### src/rtl/multileg_spwm.sv
// multileg_spwm: multi-leg sinusoidal PWM modulator with dead-time and fault latch.
//
// A shared up/down counter builds a symmetric triangular carrier.  Each leg
// compares its double-buffered modulator against the carrier and drives a
// complementary half-bridge pair through a four-state FSM
// (OFF / HI / LO / DEAD) that enforces a dead gap between gates.
//
// Ports
//   clk          single rising-edge clock
//   rst          synchronous, active-high reset
//   i_enable     one-cycle carrier step tick
//   i_mod        signed modulators; leg k in [k*NB_DATA +: NB_DATA]
//   i_mod_valid  loads i_mod into the shadow registers
//   i_leg_en     per-leg enables
//   i_dt         dead-time count, sampled when a dead counter loads
//   i_fault      fault input, sampled on clk
//   i_fault_clr  fault clear request
//   o_pwm        gates; bit 2k = leg k high side, bit 2k+1 = leg k low side
//   o_carrier    signed triangular carrier
//   o_sync       one-cycle pulse when the carrier reaches its valley
//   o_fault      latched fault flag
module multileg_spwm #(
   parameter int NB_DATA       = 16,
   parameter int N_LEGS        = 2,
   parameter int CARRIER_STEPS = 30,
   parameter int NB_DT         = 4
) (
   input  logic                        clk,
   input  logic                        rst,
   input  logic                        i_enable,
   input  logic [N_LEGS*NB_DATA-1:0]   i_mod,
   input  logic                        i_mod_valid,
   input  logic [N_LEGS-1:0]           i_leg_en,
   input  logic [NB_DT-1:0]            i_dt,
   input  logic                        i_fault,
   input  logic                        i_fault_clr,
   output logic [2*N_LEGS-1:0]         o_pwm,
   output logic [NB_DATA-1:0]          o_carrier,
   output logic                        o_sync,
   output logic                        o_fault
);

   localparam int CW = $clog2(CARRIER_STEPS + 1);
   localparam logic [NB_DATA-1:0] CAR_MIN = {1'b1, {(NB_DATA-1){1'b0}}};
   localparam logic [NB_DATA-1:0] STEP =
      NB_DATA'(((64'd1 << NB_DATA) - 64'd1) / 64'(CARRIER_STEPS));

   typedef enum logic [1:0] {
      S_OFF  = 2'd0,
      S_HI   = 2'd1,
      S_LO   = 2'd2,
      S_DEAD = 2'd3
   } leg_state_t;

   logic [CW-1:0]               cnt_q, cnt_d;
   logic                        dir_up_q, dir_up_d;
   logic [NB_DATA-1:0]          carrier_q, carrier_d;
   logic                        sync_q, sync_d;
   logic                        fault_q, fault_d;
   logic [N_LEGS*NB_DATA-1:0]   shadow_q, shadow_d;
   logic [N_LEGS*NB_DATA-1:0]   active_q, active_d;
   logic [N_LEGS-1:0]           raw_q, raw_d;
   leg_state_t                  state_q [N_LEGS];
   leg_state_t                  state_d [N_LEGS];
   logic [N_LEGS-1:0]           tgt_q, tgt_d;
   logic [NB_DT-1:0]            dcnt_q [N_LEGS];
   logic [NB_DT-1:0]            dcnt_d [N_LEGS];
   logic [2*N_LEGS-1:0]         pwm_q, pwm_d;

   // Carrier counter, carrier value and valley pulse.
   always_comb begin
      cnt_d    = cnt_q;
      dir_up_d = dir_up_q;
      if (i_enable) begin
         if (dir_up_q) begin
            cnt_d = cnt_q + CW'(1);
            if (cnt_d == CW'(CARRIER_STEPS)) begin
               dir_up_d = 1'b0;
            end else begin
               dir_up_d = 1'b1;
            end
         end else begin
            cnt_d = cnt_q - CW'(1);
            if (cnt_d == {CW{1'b0}}) begin
               dir_up_d = 1'b1;
            end else begin
               dir_up_d = 1'b0;
            end
         end
      end else begin
         cnt_d    = cnt_q;
         dir_up_d = dir_up_q;
      end
      // Offset-binary style: adding from the most negative value wraps correctly.
      carrier_d = CAR_MIN + (NB_DATA'(cnt_d) * STEP);
      sync_d    = i_enable && (cnt_d == {CW{1'b0}});
   end

   // Fault latch: a set request wins over a simultaneous clear.
   always_comb begin
      if (i_fault) begin
         fault_d = 1'b1;
      end else if (i_fault_clr) begin
         fault_d = 1'b0;
      end else begin
         fault_d = fault_q;
      end
   end

   // Modulator double buffer; a write on the transfer cycle goes straight to active.
   always_comb begin
      if (i_mod_valid) begin
         shadow_d = i_mod;
      end else begin
         shadow_d = shadow_q;
      end
      if (sync_q) begin
         active_d = i_mod_valid ? i_mod : shadow_q;
      end else begin
         active_d = active_q;
      end
   end

   // Strict signed comparison of each active modulator against the carrier.
   always_comb begin
      raw_d = {N_LEGS{1'b0}};
      for (int k = 0; k < N_LEGS; k++) begin
         raw_d[k] = $signed(active_q[k*NB_DATA +: NB_DATA]) > $signed(carrier_q);
      end
   end

   // Per-leg dead-time FSM next state and gate decode.
   always_comb begin
      pwm_d = {(2*N_LEGS){1'b0}};
      tgt_d = tgt_q;
      for (int k = 0; k < N_LEGS; k++) begin
         state_d[k] = state_q[k];
         dcnt_d[k]  = dcnt_q[k];
         // fault_d (not fault_q) so gates drop on the same edge the fault latches.
         if (!i_leg_en[k] || fault_d) begin
            state_d[k] = S_OFF;
            dcnt_d[k]  = {NB_DT{1'b0}};
         end else begin
            case (state_q[k])
               S_OFF: begin
                  state_d[k] = S_DEAD;
                  tgt_d[k]   = raw_q[k];
                  dcnt_d[k]  = i_dt;
               end
               S_HI: begin
                  if (!raw_q[k]) begin
                     state_d[k] = S_DEAD;
                     tgt_d[k]   = 1'b0;
                     dcnt_d[k]  = i_dt;
                  end else begin
                     state_d[k] = S_HI;
                  end
               end
               S_LO: begin
                  if (raw_q[k]) begin
                     state_d[k] = S_DEAD;
                     tgt_d[k]   = 1'b1;
                     dcnt_d[k]  = i_dt;
                  end else begin
                     state_d[k] = S_LO;
                  end
               end
               S_DEAD: begin
                  if (raw_q[k] != tgt_q[k]) begin
                     tgt_d[k]  = raw_q[k];
                     dcnt_d[k] = i_dt;
                  end else if (dcnt_q[k] == {NB_DT{1'b0}}) begin
                     state_d[k] = tgt_q[k] ? S_HI : S_LO;
                  end else begin
                     dcnt_d[k] = dcnt_q[k] - NB_DT'(1);
                  end
               end
               default: begin
                  state_d[k] = S_OFF;
                  dcnt_d[k]  = {NB_DT{1'b0}};
               end
            endcase
         end
         case (state_d[k])
            S_HI:    pwm_d[2*k +: 2] = 2'b01;
            S_LO:    pwm_d[2*k +: 2] = 2'b10;
            default: pwm_d[2*k +: 2] = 2'b00;
         endcase
      end
   end

   // State registers with synchronous reset.
   always_ff @(posedge clk) begin
      if (rst) begin
         cnt_q     <= {CW{1'b0}};
         dir_up_q  <= 1'b1;
         carrier_q <= CAR_MIN;
         sync_q    <= 1'b0;
         fault_q   <= 1'b0;
         shadow_q  <= {(N_LEGS*NB_DATA){1'b0}};
         active_q  <= {(N_LEGS*NB_DATA){1'b0}};
         raw_q     <= {N_LEGS{1'b0}};
         tgt_q     <= {N_LEGS{1'b0}};
         pwm_q     <= {(2*N_LEGS){1'b0}};
         for (int k = 0; k < N_LEGS; k++) begin
            state_q[k] <= S_OFF;
            dcnt_q[k]  <= {NB_DT{1'b0}};
         end
      end else begin
         cnt_q     <= cnt_d;
         dir_up_q  <= dir_up_d;
         carrier_q <= carrier_d;
         sync_q    <= sync_d;
         fault_q   <= fault_d;
         shadow_q  <= shadow_d;
         active_q  <= active_d;
         raw_q     <= raw_d;
         tgt_q     <= tgt_d;
         pwm_q     <= pwm_d;
         for (int k = 0; k < N_LEGS; k++) begin
            state_q[k] <= state_d[k];
            dcnt_q[k]  <= dcnt_d[k];
         end
      end
   end

   assign o_pwm     = pwm_q;
   assign o_carrier = carrier_q;
   assign o_sync    = sync_q;
   assign o_fault   = fault_q;

endmodule

### config.mk
export PLATFORM = sky130hd
export DESIGN_NAME = multileg_spwm
export DESIGN_NICKNAME = d
export VERILOG_FILES = /design/src/rtl/multileg_spwm.sv
export SDC_FILE = /design/constraint.sdc
export NUM_CORES = 1
export LEC_CHECK = 0
export CAP_MARGIN = 20
export CORE_MARGIN = 3
export CORE_UTILIZATION = 45
export DETAILED_ROUTE_END_ITERATION = 10
export PLACE_DENSITY = 0.67
export SLEW_MARGIN = 40
export SYNTH_ARGS = -nofsm -noshare
export SYNTH_HDL_FRONTEND = slang
export SYNTH_SLANG_ARGS = --single-unit
### constraint.sdc
create_clock -name clk -period 2.9 [get_ports clk]
set_input_delay 0.435 -clock clk [delete_from_list [all_inputs] [get_ports clk]]
set_output_delay 0.435 -clock clk [all_outputs]
set_load 0.005 [all_outputs]
==> metrics.cfg <==
[run_status]
status = finished clean

[clock_tree]
hold_buffers = 0
post-cts-setup-buffers = 0
clkTransAtPathRegs_ns = 0.09
cts_made_buffers = 9
clockRootBuffer = clkbuf_8
htree_num_levels = 3
clk_path_buf_depth = 2
cts_resized = 0
cts_tree = built
clock_latency_ns = 0.37
cts_sinks = 99

[sta]
max_freq_ghz = 0.386
hold_viol = 0
skew_ns = 0.00901
maxSlewHeadroom = 0.599
post-route-period-util = 0.892
min_period_ns = 2.59
setup_tns_ns = 0
rsz0062_at_grt = no
drv_slew = 0
setup_viol = 0
tightestPinTransition_ns = 0.602

[power_and_ir_drop]
finalPower_mw = 2.86
power_leakage_nw = 2.38
power_density_nw_per_um2 = 499
ir_drop_v = 0.000407

[drt]
drt_iter0_markers = 206
via_count = 3786
drc_errors = 0
routed-wl-met3_um = 536
wl_per_cell_um = 14.4
antenna_left = 0
wl_met1_um = 5030
routed_wl_um = 10300
wl_met2_um = 4670
drtPass1Iterations = 4
highest_layer = met4
routed_via_density = 5.27

[setup_path]
worstPathArrival_ns = 2.85
critPathKind = flip-flop to flip-flop
critPathLaunchType = flip-flop
cp_max_fo = 9
rr_startpoint = cnt_q[1]
crit_required_ns = 3.16
reg2regPathDepth = 9
reg2reg_to = o_carrier[11]
cp-end-kind = flip-flop
crit_start = cnt_q[1]
r2r_slack_ns = 0.31

[yosys]
yosys.cell_types.count = 61
ys.flop_type = dfxtp_1
yosys.area.top_type = dfxtp_1
synth-edff-count = 0
async_reset_ff_frac = 0
synth_top_area_frac = 0.404
yosys_warnings = 0
syn_avg_cell_area_um2 = 9.22
syn_inst = 532
ys_ff_latch = 99
synthesis.area_um2 = 4900
synthTopCellsByCount = 99 x dfxtp_1, 91 x nor2_1, 44 x ha_1, 43 x mux2i_1, 35 x a211oi_1
seq_area_frac_synth = 0.404
synth.most_common_cell = dfxtp_1
synth_area_leaders = dfxtp_1 40%, ha_1 11%, mux2i_1 8.8%, nor2_1 7.0%, a211oi_1 5.4%

[die]
num_rows = 37
start_util = 0.469
die_x_um = 110
die_area_um2 = 12200
coreArea_um2 = 10500
io_pins = 66
die_h_um = 110

[layout]
regArea_um2 = 1980
area_delta_synth_final_pct = 16.9
drive_gt1_frac = 0.0739
diodes = 0
nFillCells = 995
final_nets = 665
multi_input_area_um2 = 2620

[global_routing]
grt_max_degree = 65
gr-total-overflow = 0
antenna_found_initial = 0
grt_pass1_wl_um = 18000
grt_pass1_vias = 3740
track_usage = 0.178

[run]
maxCapViolCount = 0

[min_path]
min_path_type = input pin to flip-flop
hold_start = rst
min_path_cells = 2
worst_hold_path.endpoint = o_fault

[place]
port_buffers = 62
hpwl_um = 7900
globalplace.congestion = 0.836

[state kept, by name, summed over array words and instances (netlist names)]
name,cells
tgt_q,2
shadow_q,32
active_q,32
o_fault,1
o_pwm,4
state_q,4
dcnt_q,8
o_sync,1
raw_q,2
dir_up_q,1
o_carrier,7
cnt_q,5
[final cells by class]
type / count / area share
Clock inverter: 6 / 0.0113
Timing Repair Buffer: 67 / 0.113
Tap cell: 136 / 0.0297
Sequential cell: 99 / 0.346
Clock buffer: 10 / 0.0223
Inverter: 32 / 0.0210
Multi-Input combinational cell: 368 / 0.457
[worst max-delay path, stage by stage (launching register included)]
cell and delay, ns:
dfxtp_1 0.40, inv_1 0.17, ha_1 0.24, nor4b_1 0.34, o21ai_1 0.12, xnor2_1 0.26, ha_1 0.24, ha_1 0.21
and3_4 0.20, mux2_4 0.29
[where the power goes]
group / switching [mW] / leakage [nW] / internal [mW] / total, mW
Combinational: 0.251 / 1.48 / 0.241 / 0.493
Sequential: 0.0593 / 0.810 / 1.44 / 1.50
Clock: 0.472 / 0.0966 / 0.401 / 0.872
Total: 0.782 / 2.38 / 2.08 / 2.86
[stage by stage]
step | utilization | hold slack, ns | area (um2) | setup slack [ns] | cells
floorplan | - | 0.445 | 4910 | 0.578 | 534
global placement | 0.530 | 0.465 | 5540 | 0.459 | 702
detailed placement | 0.530 | 0.465 | 5540 | 0.340 | 702
CTS | 0.548 | 0.435 | 5730 | 0.328 | 718
global route | 0.548 | 0.461 | 5730 | 0.0538 | 718
finish | 0.548 | 0.453 | 5730 | 0.312 | 718
[metal layers]
metal,vias to the layer above,track usage
met5,-,0
met4,0,0.0427
met3,6,0.0570
met2,91,0.283
met1,1741,0.234
li1,1948,-
[worst max-delay path by stage]
stage               cells past startpoint             to
finish                                  9  o_carrier[11]
global route                            9  o_carrier[11]
CTS                                     9  o_carrier[11]
detailed placement                      7  o_carrier[11]
global placement                        7  o_carrier[11]
floorplan                              10  o_carrier[11]
[placed cells by master, fill, tap and decap left out, types with 2 or more instances in the layout]
cell type and n:
nor2_1 91, clkdlybuf4s50_1 60, nand2b_1 2, ha_1 44, a21o_1 8, nand3b_1 2
o21ai_0 12, buf_4 5, nor4_1 3, nor2b_1 4, o21ai_1 2, inv_1 32
nand3_1 11, dfxtp_1 98, clkbuf_8 9, and2_1 5, o21ai_2 2, nor3_1 8
a31oi_1 5, nand2_1 14, xnor2_1 5, buf_2 2, xnor2_2 3, mux2_4 2
nand4b_1 2, a21oi_1 24, nor4b_1 2, nand4_1 7, mux2i_1 43, a211oi_1 35
conb_1 3, clkinv_2 2
[kinds of logic after synthesis]
group | synth area share
and+or+nand+nor | 0.162
xor gates and xnor gates | 0.0207
AOI/OAI and AO/OA | 0.140
buffers and inverters | 0.0635
other | 0.000765
DFF | 0.404
adders and majority gates | 0.112
muxes | 0.0962
No activity file was read; power rests on OpenSTA's default activity.
